==> src/rtl/io_port_unit_if.sv <==
// Register-bus interface between the data unit (master) and io_port_unit (slave).
// Carries the read/write strobes, read response, error pulse and interrupt level.
interface io_port_unit_if #(
    parameter int DATA_W = 8,
    parameter int ADDR_W = 5
);
    logic [ADDR_W-1:0] ADDR;
    logic              WR_EN;
    logic [1:0]        WMODE;
    logic [DATA_W-1:0] WDATA;
    logic              RD_EN;
    logic [DATA_W-1:0] RDATA;
    logic              RVALID;
    logic              ERR;
    logic              IRQ;

    modport master (
        output ADDR, WR_EN, WMODE, WDATA, RD_EN,
        input  RDATA, RVALID, ERR, IRQ
    );

    modport slave (
        input  ADDR, WR_EN, WMODE, WDATA, RD_EN,
        output RDATA, RVALID, ERR, IRQ
    );
endinterface

==> src/rtl/io_port_unit.sv <==
// Memory-mapped I/O port controller: output registers with load/set/clear/toggle
// writes, synchronised input ports, per-port change flags and a masked interrupt.
module io_port_unit #(
    parameter int DATA_W      = 8,
    parameter int N_OUT       = 8,
    parameter int N_IN        = 8,
    parameter int ADDR_W      = 5,
    parameter int SYNC_STAGES = 2
) (
    input  logic                    CLK,
    input  logic                    RESET,
    io_port_unit_if.slave           bus,
    output logic [N_OUT*DATA_W-1:0] PORT_OUT,
    input  logic [N_IN*DATA_W-1:0]  PORT_IN
);
    localparam int FLAGS_ADDR = N_OUT + N_IN;
    localparam int MASK_ADDR  = N_OUT + N_IN + 1;
    localparam int N_MAPPED   = N_OUT + N_IN + 2;
    localparam int WARM_MAX   = SYNC_STAGES + 1;
    localparam int CNT_W      = $clog2(WARM_MAX + 1);

    function automatic logic [DATA_W-1:0] apply_mode(
        input logic [1:0]        mode,
        input logic [DATA_W-1:0] cur,
        input logic [DATA_W-1:0] wd
    );
        case (mode)
            2'b00:   return wd;
            2'b01:   return cur | wd;
            2'b10:   return cur & ~wd;
            default: return cur ^ wd;
        endcase
    endfunction

    int   addr_int;
    logic is_flags;
    logic is_mask;
    logic is_unmapped;

    assign addr_int    = int'(bus.ADDR);
    assign is_flags    = (addr_int == FLAGS_ADDR);
    assign is_mask     = (addr_int == MASK_ADDR);
    assign is_unmapped = (addr_int >= N_MAPPED);

    logic [N_IN*DATA_W-1:0] sync_reg [SYNC_STAGES];
    logic [N_IN*DATA_W-1:0] prev_reg;
    logic [N_IN*DATA_W-1:0] s_val;
    logic [N_IN-1:0]        flags_reg;
    logic [N_IN-1:0]        flags_next;
    logic [N_IN-1:0]        mask_reg;
    logic [N_IN-1:0]        mask_next;
    logic [N_IN-1:0]        change;
    logic [CNT_W-1:0]       cnt_reg;
    logic                   warm_done;
    logic [DATA_W-1:0]      rd_mux;
    logic [DATA_W-1:0]      mask_mod;
    logic [DATA_W-1:0]      rdata_reg;
    logic                   rvalid_reg;
    logic                   err_reg;
    logic                   irq_reg;

    assign s_val     = sync_reg[SYNC_STAGES-1];
    assign warm_done = (cnt_reg == CNT_W'(WARM_MAX));

    for (genvar gi = 0; gi < N_OUT; gi++) begin : g_out
        logic [DATA_W-1:0] port_reg;

        always_ff @(posedge CLK) begin
            if (RESET) begin
                port_reg <= '0;
            end else if (bus.WR_EN && addr_int == gi) begin
                port_reg <= apply_mode(bus.WMODE, port_reg, bus.WDATA);
            end
        end

        assign PORT_OUT[gi*DATA_W +: DATA_W] = port_reg;
    end

    for (genvar gi = 0; gi < N_IN; gi++) begin : g_chg
        assign change[gi] = |(s_val[gi*DATA_W +: DATA_W] ^ prev_reg[gi*DATA_W +: DATA_W]);
    end

    // A new change is OR-ed in after the W1C so a same-cycle detection survives the clear.
    always_comb begin
        flags_next = flags_reg;
        if (bus.WR_EN && is_flags) begin
            flags_next = flags_next & ~bus.WDATA[N_IN-1:0];
        end
        if (warm_done) begin
            flags_next = flags_next | change;
        end
    end

    always_comb begin
        mask_mod  = apply_mode(bus.WMODE, DATA_W'(mask_reg), bus.WDATA);
        mask_next = mask_mod[N_IN-1:0];
    end

    always_comb begin
        rd_mux = '0;
        for (int k = 0; k < N_OUT; k++) begin
            if (addr_int == k) rd_mux = PORT_OUT[k*DATA_W +: DATA_W];
        end
        for (int k = 0; k < N_IN; k++) begin
            if (addr_int == N_OUT + k) rd_mux = s_val[k*DATA_W +: DATA_W];
        end
        if (is_flags) rd_mux = DATA_W'(flags_reg);
        if (is_mask)  rd_mux = DATA_W'(mask_reg);
    end

    always_ff @(posedge CLK) begin
        if (RESET) begin
            for (int s = 0; s < SYNC_STAGES; s++) sync_reg[s] <= '0;
            prev_reg   <= '0;
            cnt_reg    <= '0;
            flags_reg  <= '0;
            mask_reg   <= '0;
            irq_reg    <= 1'b0;
            rdata_reg  <= '0;
            rvalid_reg <= 1'b0;
            err_reg    <= 1'b0;
        end else begin
            sync_reg[0] <= PORT_IN;
            for (int s = 1; s < SYNC_STAGES; s++) sync_reg[s] <= sync_reg[s-1];
            prev_reg <= s_val;
            if (!warm_done) cnt_reg <= cnt_reg + CNT_W'(1);
            flags_reg <= flags_next;
            if (bus.WR_EN && is_mask) mask_reg <= mask_next;
            irq_reg    <= |(flags_reg & mask_reg);
            rvalid_reg <= bus.RD_EN;
            err_reg    <= (bus.RD_EN || bus.WR_EN) && is_unmapped;
            if (bus.RD_EN) rdata_reg <= rd_mux;
        end
    end

    assign bus.RDATA  = rdata_reg;
    assign bus.RVALID = rvalid_reg;
    assign bus.ERR    = err_reg;
    assign bus.IRQ    = irq_reg;
endmodule

==> src/flat_wrapper.sv <==
// flat-port wrapper written by rule: the top's interface ports become plain ports
module io_port_unit_flat 
#(
    parameter int DATA_W      = 8,
    parameter int N_OUT       = 8,
    parameter int N_IN        = 8,
    parameter int ADDR_W      = 5,
    parameter int SYNC_STAGES = 2
)
  (CLK, RESET, PORT_OUT, PORT_IN, bus_ADDR, bus_WR_EN, bus_WMODE, bus_WDATA, bus_RD_EN, bus_RDATA, bus_RVALID, bus_ERR, bus_IRQ);
  io_port_unit_if #(.DATA_W(DATA_W), .ADDR_W(ADDR_W)) bus_i ();
  input  logic CLK;
  input  logic RESET;
  output logic [N_OUT*DATA_W-1:0] PORT_OUT;
  input  logic [N_IN*DATA_W-1:0] PORT_IN;
  input wire logic [$bits(bus_i.ADDR)-1:0] bus_ADDR;
  input wire logic [$bits(bus_i.WR_EN)-1:0] bus_WR_EN;
  input wire logic [$bits(bus_i.WMODE)-1:0] bus_WMODE;
  input wire logic [$bits(bus_i.WDATA)-1:0] bus_WDATA;
  input wire logic [$bits(bus_i.RD_EN)-1:0] bus_RD_EN;
  output wire logic [$bits(bus_i.RDATA)-1:0] bus_RDATA;
  output wire logic [$bits(bus_i.RVALID)-1:0] bus_RVALID;
  output wire logic [$bits(bus_i.ERR)-1:0] bus_ERR;
  output wire logic [$bits(bus_i.IRQ)-1:0] bus_IRQ;
  assign bus_i.ADDR = bus_ADDR;
  assign bus_i.WR_EN = bus_WR_EN;
  assign bus_i.WMODE = bus_WMODE;
  assign bus_i.WDATA = bus_WDATA;
  assign bus_i.RD_EN = bus_RD_EN;
  assign bus_RDATA = bus_i.RDATA;
  assign bus_RVALID = bus_i.RVALID;
  assign bus_ERR = bus_i.ERR;
  assign bus_IRQ = bus_i.IRQ;
  io_port_unit #(.DATA_W(DATA_W), .N_OUT(N_OUT), .N_IN(N_IN), .ADDR_W(ADDR_W), .SYNC_STAGES(SYNC_STAGES)) u_core (.CLK(CLK), .RESET(RESET), .bus(bus_i), .PORT_OUT(PORT_OUT), .PORT_IN(PORT_IN));
endmodule
==> config.mk <==
export PLATFORM = sky130hd
export DESIGN_NAME = io_port_unit_flat
export DESIGN_NICKNAME = d
export VERILOG_FILES = /design/src/rtl/io_port_unit_if.sv /design/src/rtl/io_port_unit.sv /design/src/flat_wrapper.sv
export SDC_FILE = /design/constraint.sdc
export NUM_CORES = 1
export LEC_CHECK = 0
export ABC_CLOCK_PERIOD_IN_PS = 1700
export CAP_MARGIN = 20
export CORE_ASPECT_RATIO = 1.5
export CORE_MARGIN = 8
export CORE_UTILIZATION = 50
export CTS_CLUSTER_SIZE = 30
export DETAILED_ROUTE_END_ITERATION = 7
export PLACE_DENSITY = 0.76
export SETUP_SLACK_MARGIN = 0.5
export SLEW_MARGIN = 20
export SYNTH_ARGS = -nofsm -noshare
export SYNTH_HDL_FRONTEND = slang
export SYNTH_SLANG_ARGS = --single-unit
==> constraint.sdc <==
create_clock -name CLK -period 1.7 [get_ports CLK]
set_input_delay 0.255 -clock CLK [delete_from_list [all_inputs] [get_ports CLK]]
set_output_delay 0.255 -clock CLK [all_outputs]
set_load 0.005 [all_outputs]
==> implementation parameters <==
Parameter                              Value

Drt
  Sum of routed wire length over all layers    62000 um
  Remaining routing DRC violations    0
  Vias post-DR    14400
  DRC marker count from the first detailed-route iteration    1114
  Per-cell routed wire length    26.3 um
  Antenna viol nets, final    0
  Per-cell via count in the routed design    6.11
  Number of search-and-repair iterations in the first detailed-routing pass    6

Logic synthesis
  Post-synthesis area per instance    9.38 sq um
  Number of instances in the synthesized netlist    1548
  Proportion of synthesized chip area in sequential cells    39.3%
  Synthesized area    14500 sq um
  Yosys synthesis warning count    0
  Synth top area cells    sky130_fd_sc_hd__dfxtp_1 39%, sky130_fd_sc_hd__ha_1 12%, sky130_fd_sc_hd__nor2b_1 8.4%
  Number of enable-type register cells in the synthesized netlist    0
  Top-area cell type share of the netlist area    39.3%
  Synthesized net count    1776
  Count of unique library cells instantiated by Yosys    64
  Cell accounting for the most synthesized area    sky130_fd_sc_hd__dfxtp_1
  Async set or reset register ratio after synthesis    0%
  Number of register bits inferred by synthesis    285
  Most used flip-flop cell after synthesis    sky130_fd_sc_hd__dfxtp_1

Timing
  Final critical-path share of the clock period    118%
  Setup violation total in the final timing report    1
  Max-slew headroom at the worst pin    35.3%
  Worst Hold Margin    134 ps
  RSZ-0062 raised after global routing    yes
  Max Slew Vio Count    0
  Post-layout minimum cycle time    2010 ps
  Worst-margin pin slew    970 ps
  Worst clock skew on the final layout    20.6 ps
  FMAX    497 MHz
  Final number of hold-violating endpoints    0
  Worst setup margin    -313 ps

Floorplan
  Horizontal die dimension    155 um
  Chip height    225 um
  Placeable core area    28600 sq um
  Count of boundary I/O pins    158
  Die Outline Area    34900 sq um
  Initial core utilization    50.7%
  Count of standard-cell rows    76

Global route
  Initial antenna violation count    1
  Overall track demand over capacity in global routing    28.4%
  Global-route congestion overflow total    0
  Largest net degree at the start of global routing    95
  Via count of the first global-routing pass    14000
  Wire length of the first global-routing pass    77800 um

Worst setup path
  Launching element type of the critical path    flip-flop
  Maximum net fanout on the critical path    2
  Worst path cell trace    inv_2 > o31ai_2 > a22o_1 > o2111ai_1 > buf_4 > a211oi_1
  Slowest cell on the critical path    sky130_fd_sc_hd__o31ai_2
  Type of the worst setup path    flip-flop to flip-flop
  Critical path's largest stage delay    620 ps
  Startpoint of the worst-slack reg-to-reg timing path    u_core.g_out[3].port_reg[4]
  Endpoint required time on the critical path    2160 ps
  Critical path origin    u_core.g_out[3].port_reg[4]
  Signal arrival time at the worst endpoint    2470 ps
  Category of the worst setup path capture point    flip-flop

Clock tree
  Skew-Pair Late Insertion Delay    560 ps
  Clock transition at the registers of the reported paths    70 ps
  Number of clock sinks seen by CTS    285
  H-tree level count    1
  Number of clock buffers inserted by TritonCTS    26
  Number of buffers on the longest clock path    3
  Clock tree root driver cell    sky130_fd_sc_hd__clkbuf_16
  TritonCTS clock tree    yes

Worst hold path
  Hold Path Origin    RESET
  Type of the most critical hold path    input pin to flip-flop

Final layout
  Layout overhead on the synthesized area    59.8%
  Fillers    1536
  Flip-flop count of the largest register after layout    128
  # diodes    0
  Commonest non-fill, non-tap cells in the layout    193 x sky130_fd_sc_hd__nor2b_1, 189 x sky130_fd_sc_hd__dfxtp_1, 183 x sky130_fd_sc_hd__buf_4, 154 x sky130_fd_sc_hd__buf_6, 106 x sky130_fd_sc_hd__nor2_1
  Proportion of layout cells with a drive suffix above 1    51.9%
  Nets    2174
  Most common cell after layout, fill and taps aside    sky130_fd_sc_hd__nor2b_1

Place
  Global placer's final weighted congestion    0.983
  Number of input and output port buffers inserted    157
  Detailed placement HPWL    33800 um

Run
  Number of max-cap violations    0

Pwr
  Sum of internal, switching and leakage power    16.2 mW
  Total power per unit cell area    700 nW/um^2
  Max IR drop VDD    0.000847 V
  Static leakage    8.88 nW

Outcome
  Violated checks    negative setup slack
  Status    finished with violations
-- layer usage --
metal | up-vias | track usage [%] | wire length, um
met5 | - | 0 | 10
li1 | 6188 | - | -
met2 | 902 | 49.8 | 30000
met4 | 2 | 23.7 | 6260
met1 | 6874 | 28.9 | 20400
met3 | 424 | 5.26 | 5230
-- critical path: cells and delay by family (launching register included) --
| family | cells | cell delay [ps] |
|---|---|---|
| flip-flops | 1 | 360 |
| buffers and inverters | 2 | 240 |
| AO/OA/AOI/OAI | 4 | 1340 |
-- metrics by stage --
stage                     TNS (ps)  setup slack (ps)  std cells  util [%]  instance area [sq um]
after CTS                        0               119       2305      73.4                  21000
after global placement      -46880              -684       2194      64.4                  18400
final                         -313              -313       2356      81.1                  23200
after global routing          -308              -308       2356      81.1                  23200
after floorplan              -96.9             -96.9       1548         -                  15100
after detailed placement    -51440              -760       2194      64.4                  18400
-- area by class of cell --
type / count / area (sq um) / share of cell area, %
sequential: 285 / 5920 / 25.5
inverter: 87 / 460 / 1.98
tap: 390 / 488 / 2.10
clock buffer: 34 / 722 / 3.11
timing repair buffer: 469 / 4760 / 20.5
clock inverter: 14 / 150 / 0.647
multi-input combinational: 1077 / 10700 / 46.1
-- logic make-up (layout without fill, tap and decap cells) --
kind of cell    after synthesis  in the layout  share of synthesized area, %
compound gates              352            352                          16.5
xor+xnor                     65             65                          3.92
fa+ha+maj                   145            145                          12.5
buf+inv                     187            604                          5.15
flops                       285            285                          39.3
mux                          94             94                          7.18
simple gates                420            421                          15.4
-- power by group --
group / internal, mW / switching, mW
clock: 3.35 / 2.70
sequential: 6.88 / 0.196
combinational: 1.49 / 1.62
total: 11.7 / 4.52
-- cell usage after synthesis (all sizes together), types with 6 or more instances --
library cell	number
dfxtp	285
xnor2	64
buf	28
nand2b	8
o21ai	28
clkbuf	72
mux2	81
nand3	10
inv	87
a211oi	150
a21oi	98
ha	145
nor3	6
nand4	16
nor2b	195
mux2i	13
o22ai	9
nor2	126
a221oi	7
o221ai	6
nand2	40
a22oi	10
-- path summary, 6_finish.rpt --
kind | endpoint | slack [ps] | cells past startpoint
min | u_core.mask_reg[1] | 130 | 2
max reg2reg | u_core.bus.RDATA[4] | -310 | 6
min reg2reg | u_core.sync_reg[0][103] | 430 | 1
max | u_core.bus.RDATA[4] | -310 | 6
-- what timing repair did --
action | in CTS | in global routing
cloned | 2 | 1
setup buffers | 61 | 50
gates resized for setup | 649 | 473
endpoints found under the setup margin | 164 | 166
hold buffers | 0 | 0
pin swaps | 91 | 141
(Power assumes the default switching activity.)
